[src/rtl/mem_port_arbiter.sv]
// mem_port_arbiter: round-robin arbiter sharing one fixed-latency memory between a CPU port and a DMA port
module mem_port_arbiter #(
   parameter int ADDR_W  = 32,
   parameter int DATA_W  = 32,
   parameter int MEM_LAT = 1
) (
   input  logic              clk,
   input  logic              rst,
   input  logic              req0,
   input  logic              we0,
   input  logic [ADDR_W-1:0] addr0,
   input  logic [DATA_W-1:0] wdata0,
   output logic              ack0,
   output logic              err0,
   output logic [DATA_W-1:0] rdata0,
   input  logic              req1,
   input  logic              we1,
   input  logic [ADDR_W-1:0] addr1,
   input  logic [DATA_W-1:0] wdata1,
   output logic              ack1,
   output logic              err1,
   output logic [DATA_W-1:0] rdata1,
   output logic              mem_en,
   output logic              mem_we,
   output logic [ADDR_W-1:0] mem_addr,
   output logic [DATA_W-1:0] mem_wdata,
   input  logic [DATA_W-1:0] mem_rdata,
   output logic              owner,
   output logic              busy
);
   typedef enum logic [1:0] {IDLE, ACCESS, RESP} state_t;
   state_t state_q, state_d;
   logic last_q, last_d, owner_q, owner_d, we_q, we_d, err_q, err_d, gnt;
   logic [3:0] cnt_q, cnt_d;
   logic [ADDR_W-1:0] addr_q, addr_d, gnt_addr;
   logic [DATA_W-1:0] wdata_q, wdata_d, rdata0_q, rdata0_d, rdata1_q, rdata1_d;
   // grant selection, transaction sequencing and read-data capture
   always_comb begin
      state_d  = state_q;
      last_d   = last_q;
      owner_d  = owner_q;
      we_d     = we_q;
      err_d    = err_q;
      cnt_d    = cnt_q;
      addr_d   = addr_q;
      wdata_d  = wdata_q;
      rdata0_d = rdata0_q;
      rdata1_d = rdata1_q;
      gnt      = (req0 && req1) ? ~last_q : req1;
      gnt_addr = gnt ? addr1 : addr0;
      case (state_q)
         IDLE: if (req0 || req1) begin
            owner_d = gnt;
            last_d  = gnt;
            we_d    = gnt ? we1 : we0;
            err_d   = |gnt_addr[1:0];
            cnt_d   = '0;
            if (|gnt_addr[1:0]) state_d = RESP;
            else begin
               addr_d  = gnt_addr;
               wdata_d = gnt ? wdata1 : wdata0;
               state_d = ACCESS;
            end
         end
         ACCESS: begin
            cnt_d = cnt_q + 4'd1;
            if (cnt_q == 4'(MEM_LAT - 1)) begin
               state_d = RESP;
               if (!we_q && owner_q) rdata1_d = mem_rdata;
               if (!we_q && !owner_q) rdata0_d = mem_rdata;
            end
         end
         RESP: state_d = IDLE;
         default: state_d = IDLE;
      endcase
   end
   // state and latched transaction registers; reset abandons any transaction in flight
   always_ff @(posedge clk or posedge rst) begin
      if (rst) begin
         state_q  <= IDLE;
         last_q   <= 1'b1;
         owner_q  <= 1'b0;
         we_q     <= 1'b0;
         err_q    <= 1'b0;
         cnt_q    <= '0;
         addr_q   <= '0;
         wdata_q  <= '0;
         rdata0_q <= '0;
         rdata1_q <= '0;
      end else begin
         state_q  <= state_d;
         last_q   <= last_d;
         owner_q  <= owner_d;
         we_q     <= we_d;
         err_q    <= err_d;
         cnt_q    <= cnt_d;
         addr_q   <= addr_d;
         wdata_q  <= wdata_d;
         rdata0_q <= rdata0_d;
         rdata1_q <= rdata1_d;
      end
   end
   assign ack0      = (state_q == RESP) && !owner_q;
   assign ack1      = (state_q == RESP) && owner_q;
   assign err0      = ack0 && err_q;
   assign err1      = ack1 && err_q;
   assign mem_en    = (state_q == ACCESS) && (cnt_q == 4'd0);
   assign mem_we    = mem_en && we_q;
   assign mem_addr  = addr_q;
   assign mem_wdata = wdata_q;
   assign rdata0    = rdata0_q;
   assign rdata1    = rdata1_q;
   assign owner     = owner_q;
   assign busy      = state_q != IDLE;
endmodule

[config.mk]
export PLATFORM = sky130hd
export DESIGN_NAME = mem_port_arbiter
export DESIGN_NICKNAME = d
export VERILOG_FILES = /design/src/rtl/mem_port_arbiter.sv
export SDC_FILE = /design/constraint.sdc
export NUM_CORES = 1
export LEC_CHECK = 0
export ABC_AREA = 0
export BUFFER_PORTS_ARGS = -buffer_cell sky130_fd_sc_hd__buf_2
export CAP_MARGIN = 20
export CORE_MARGIN = 5
export CORE_UTILIZATION = 47
export CTS_CLUSTER_SIZE = 10
export DETAILED_ROUTE_END_ITERATION = 8
export PLACE_DENSITY = 0.85
export SLEW_MARGIN = 20
export SYNTH_ARGS = -nofsm -noshare
export SYNTH_HDL_FRONTEND = slang
export SYNTH_SLANG_ARGS = --single-unit
[constraint.sdc]
create_clock -name clk -period 6.18 [get_ports clk]
set_input_delay 0.927 -clock clk [delete_from_list [all_inputs] [get_ports clk]]
set_output_delay 0.927 -clock clk [all_outputs]
set_load 0.05 [all_outputs]
==> impl_metrics.csv, run 1 <==
group,metric,value,unit
setup_path,slowest_stage,"nor2_8",
sta,period_minus_slack,2.96,ns
setup_path,cp.arrival,3.25,ns
floorplanning,die-area,15800,um^2
setup_path,required,6.47,ns
place,place.gp.congestion,0.828,
drt,drc,0,
drt,drtIter0Drc,118,
yosys,avgSynthCellArea,15.9,um^2
setup_path,path_cells,"nor2_1 > o21ai_1 > nor2_8 > buf_4 > mux2_1",
grt,grt_pass1_wl,25.2,mm
sta,rsz0062_at_grt,"false",
clock_network,postCtsSetupRepairBufs,0,
drt,wl,15.7,mm
sta,fin_worst_skew,0.00828,ns
setup_path,r2r_start,"state_q[0]",
clock_network,cts-resized-gates,0,
sta,hold_viol,0,
clock_network,cts-root-buf,"clkbuf_16",
power,ir_worst_vdd,0.330,mV
drt,viasPerCell,4.87,
clock_network,ctsHtreeMaxLevel,4,
yosys,synth_edf_count,0,
place,placedCellCount,856,
setup_path,cp-startpoint,"state_q[0]",
floorplanning,die_h,126,um
setup_path,critical_path_class,"reg -> reg",
layout,drive_gt1_frac,0.728,
layout,final_common_cell,"buf_2",
sta,tns,0,ns
floorplanning,start_util,0.476,
sta,maxSlewHeadroom,0.276,
yosys,synthesis.instances,395,
yosys,async_flop_share,1.00,
grt,grt-ovfl-total,0,
grt,antenna_found_initial,0,
floorplanning,io_pins,302,
layout,mostFrequentLayoutCells,"buf_2, dfrtp_1, mux2_2",
clock_network,clk_latency,0.41,ns
drt,ant_nets,0,
power,leakagePower,4.27,nW
grt,grt_pass1_vias,4926,
flow_run,drv_cap,0,
drt,vias,4326,
clock_network,ctsHoldBuffers,0,
yosys,syn_nets,563,
floorplanning,floorplan.rows,42,
sta,finalCritPeriodShare,0.479,
layout,fin_nets,867,
setup_path,cp_slowest_stage_delay,0.95,ns
sta,setup_viol,0,
grt,grt_max_degree,75,
power,cellPowerDensity,653,nW/um^2
setup_path,start_kind,"register",
place,post-dp-hpwl,12.1,mm
hold_path,holdCritStartpoint,"mem_wdata[7]",
place,port_buffers,301,
hold_path,hp-class,"reg -> reg",
setup_path,critical_path_peak_fanout,48,
layout,area_growth,35.1,%
yosys,synth_area,6280,um^2
floorplanning,coreArea,13200,um^2
sta,fmax,0.337,GHz
yosys,synth-main-ff-cell,"dfrtp_1",
status,status,"completed",
clock_network,clkSlewWorstSetupHoldPaths,0.06,ns
layout,final_cells,888,
floorplanning,dieWidth,126,um
yosys,seq_area_frac_synth,0.550,
setup_path,cpLargestDelayFamily,"simple AND/OR/NAND/NOR gates",
yosys,synth_seq_cells,138,
drt,wl_per_cell,17.7,um
drt,dr.pass1.iters,4,
setup_path,end_kind,"register",
sta,slew_viol_final,0,
yosys,synthDistinctLibCells,36,
layout,num_antenna_cells,0,
clock_network,cts_buffer_depth,2,
clock_network,cts_buffers,17,
sta,worst_pin_slew,1.09,ns
clock_network,cts.sinks,138,
yosys,yosys_warnings,0,
grt,grt_use_total,0.200,
setup_path,critPathBufInv,1,
clock_network,cts_tree,"built",
-- layout make-up --
type,count,area [um^2]
fillers,1002,4710
flip-flops and latches,138,3450
multi-input cells,232,2640
repair buffers,305,1540
clock buffers,20,467
well taps,176,220
clock inverters,12,140
inverters,5,23.8
-- layer usage --
metal | vias up | part of all wire | track usage | routed length [um]
li1 | 2009 | - | - | -
met1 | 2119 | 0.38 | 0.222 | 5950
met2 | 165 | 0.54 | 0.361 | 8500
met3 | 33 | 0.053 | 0.0507 | 839
met4 | 0 | 0.027 | 0.0886 | 423
met5 | - | 0 | 0 | 0
-- Yosys cell counts (2+ instances only) --
library cell / number / area share
inv_1: 5 / 0.0030
buf_4: 3 / 0.0036
buf_6: 2 / 0.0036
mux2_4: 50 / 0.12
a21oi_1: 2 / 0.0016
mux2_2: 123 / 0.22
nand3_1: 4 / 0.0032
nand2_1: 5 / 0.0030
nor2_1: 4 / 0.0024
dfrtp_1: 137 / 0.55
and2_1: 3 / 0.0030
o21ai_0: 3 / 0.0024
ha_1: 2 / 0.0040
buf_8: 5 / 0.012
buf_2: 10 / 0.0080
nor2b_1: 2 / 0.0020
mux2_1: 16 / 0.029
-- registers in the layout, summed over array words and instances (netlist names) --
signal,count
mem_wdata,32
err_q,1
mem_addr,32
owner,1
last_q,1
rdata0,32
cnt_q,4
we_q,1
state_q,2
rdata1,32
-- final timing paths --
path	endpoint	cells after the start	slack, ns
max	mem_wdata[3]	5	3.22
min in group asynchronous	mem_wdata[30]	2	0.59
max in group asynchronous	mem_wdata[6]	3	4.30
max reg2reg	mem_wdata[3]	5	3.22
min	mem_wdata[7]	1	0.48
min reg2reg	mem_wdata[7]	1	0.48
-- cells by family (layout without fill, tap and decap cells) --
group,count (synthesis),in the layout,share of synthesized area
compound gates,10,10,0.0112
mux,191,191,0.374
xor+xnor,2,2,0.00279
flops,138,138,0.550
simple gates,27,27,0.0279
fa+ha+maj,2,2,0.00398
buf+inv,25,342,0.0301
-- power by group --
part	switching, mW	internal [mW]	total (mW)
clock network	0.381	0.629	1.01
registers	0.252	1.34	1.59
logic	2.07	0.869	2.94
total	2.70	2.84	5.54
-- metrics by stage --
stage | setup WS [ns] | total power, mW | area [um^2] | hold WS, ns | util
4_1_cts | 3.22 | 5.59 | 8480 | 0.491 | 0.643
2_1_floorplan | 1.56 | 3.85 | 6280 | 0.485 | -
5_1_grt | 3.02 | 5.77 | 8480 | 0.509 | 0.643
3_3_place_gp | 2.96 | 4.48 | 7880 | 0.469 | 0.597
6_report | 3.22 | 5.54 | 8480 | 0.483 | 0.643
3_5_place_dp | 2.87 | 4.56 | 7880 | 0.475 | 0.597
Note: power is estimated with default switching activity, not from simulation.
==> run 2, diff against run 1 <==
Clock period 6.18 ns to 2.9 ns, I/O delays scaled along.
==> impl_metrics.csv, run 2 (synthesis results as in run 1) <==
group,metric,value,unit
sta,finalCritPeriodShare,0.773,
sta,fin_worst_skew,0.00732,ns
layout,drive_gt1_frac,0.723,
floorplanning,floorplan.rows,42,
power,comb_power_share,0.530,
floorplanning,io_pins,302,
layout,fin_nets,871,
clock_network,clkSlewWorstSetupHoldPaths,0.06,ns
place,post-dp-hpwl,12.1,mm
power,cellPowerDensity,1390,nW/um^2
power,p_clk_frac,0.184,
power,cellInternalPower,6.14,mW
sta,worst_pin_slew,0.588,ns
status,status,"completed",
floorplanning,dieWidth,126,um
sta,tns,0,ns
setup_path,required,2.47,ns
grt,grt_use_total,0.204,
sta,maxSlewHeadroom,0.608,
drt,dr.max_layer_used,"met4",
drt,wl,16.0,mm
hold_path,hp-class,"in -> async",
sta,fmax,0.446,GHz
flow_run,drv_cap,0,
clock_network,cts_buffer_depth,2,
power,swShare,0.481,
clock_network,postCtsSetupRepairBufs,0,
sta,setup_viol,0,
drt,wl_per_cell,17.9,um
grt,grt_pass1_wl,25.8,mm
layout,final_common_cell,"buf_2",
sta,period_minus_slack,2.24,ns
power,seq_power_share,0.286,
clock_network,ctsHoldBuffers,0,
setup_path,cp_slowest_stage_delay,0.42,ns
grt,grt_max_degree,79,
clock_network,clk_latency,0.40,ns
setup_path,end_kind,"output port",
setup_path,critical_path_peak_fanout,5,
place,port_buffers,301,
sta,slew_viol_final,0,
grt,grt-ovfl-total,0,
clock_network,cts_buffers,17,
setup_path,cp.arrival,1.81,ns
sta,rsz0062_at_grt,"false",
place,place.gp.congestion,0.835,
setup_path,start_kind,"register",
grt,antenna_found_initial,0,
clock_network,cts_tree,"built",
place,place_ws,0.745,ns
layout,regArea,3450,um^2
sta,hold_viol,0,
floorplanning,die-area,15800,um^2
drt,drtIter0Drc,237,
drt,viasPerCell,4.91,
power,leakagePower,4.29,nW
drt,m1WireLength,5.93,mm
drt,ant_nets,0,
power,p_sw,5.69,mW
drt,wl_met2,8.67,mm
floorplanning,die_h,126,um
setup_path,path_cells,"inv_1 > ha_1 > nor3b_2 > nand2_1 > inv_1 > buf_2",
sta,post-route-worst-setup-slack,0.659,ns
layout,finalInstanceArea,8530,um^2
power,ir_worst_vdd,0.857,mV
clock_network,cts-root-buf,"clkbuf_16",
drt,vias,4372,
drt,drc,0,
floorplanning,start_util,0.476,
grt,grt_pass1_vias,4953,
setup_path,slowest_stage,"dfrtp_1",
floorplanning,coreArea,13200,um^2
layout,area_growth,35.8,%
clock_network,ctsHtreeMaxLevel,4,
clock_network,cts.sinks,138,
setup_path,critical_path_class,"reg -> out",
clock_network,cts-resized-gates,0,
drt,met3_length,1.00,mm
layout,multi_input_area,2640,um^2
layout,num_antenna_cells,0,
layout,mostFrequentLayoutCells,"buf_2, dfrtp_1, mux2_2",
layout,fillCellCount,997,
drt,dr.pass1.iters,5,
place,post_dp_cell_area,7930,um^2
setup_path,path_common_cell,"inv_1",
## run 2: cell count changes in the layout (fill, tap and decap cells not counted)
cell / delta
bufinv_16: +1
clkinv_4: -5
clkbuf_1: +4
clkinv_2: +1
buf_4: +2
inv_6: -2
buf_12: +2
## run 2: routing by layer
metal,up-vias,GRT usage
li1,2018,-
met1,2152,0.221
met2,172,0.373
met3,30,0.0627
met4,0,0.0759
met5,-,0
## run 2: final timing paths
path / startpoint / endpoint / slack, ns / cells past startpoint
setup / recovery: cnt_q[0] / mem_en / 0.66 / 6
hold / removal: rst / mem_wdata[15] / 0.03 / 2
setup reg to reg: state_q[1] / mem_addr[28] / 0.78 / 6
hold reg to reg: mem_wdata[5] / mem_wdata[5] / 0.49 / 1
max in group asynchronous: rst / mem_addr[0] / 2.00 / 3
min in group clk: req0 / last_q / 0.26 / 2
## run 2: layout make-up
type                       count  share of cell area
sequential                   138               0.405
multi-input combinational    232               0.310
timing repair buffer         309               0.187
clock buffer                  24              0.0565
tap                          176              0.0258
clock inverter                 7              0.0135
inverter                       5             0.00264
## run 2: worst max-delay path: cells and delay by family, from the launching register on
family | cells | cell delay [ns]
flip-flops | 1 | 0.42
AND/OR/NAND/NOR | 2 | 0.39
buffers and inverters | 3 | 0.47
adder cells (fa/ha/maj) | 1 | 0.13
## run 2: stage by stage
stage,cells,hold slack [ns],power (mW),utilization
2_1_floorplan,395,0.485,8.21,-
3_3_place_gp,860,0.459,9.55,0.601
3_5_place_dp,860,0.453,9.71,0.601
4_1_cts,891,0.0162,11.9,0.647
5_1_grt,891,0.0384,12.3,0.647
6_report,891,0.0256,11.8,0.647
## run 2: power by group through the flow
stage	registers (mW)	clock network [mW]	logic, mW
2_1_floorplan	6.48	0	1.73
3_3_place_gp	3.34	0	6.21
3_5_place_dp	3.40	0	6.31
4_1_cts	3.40	2.22	6.33
5_1_grt	3.51	2.32	6.50
6_report	3.39	2.18	6.27
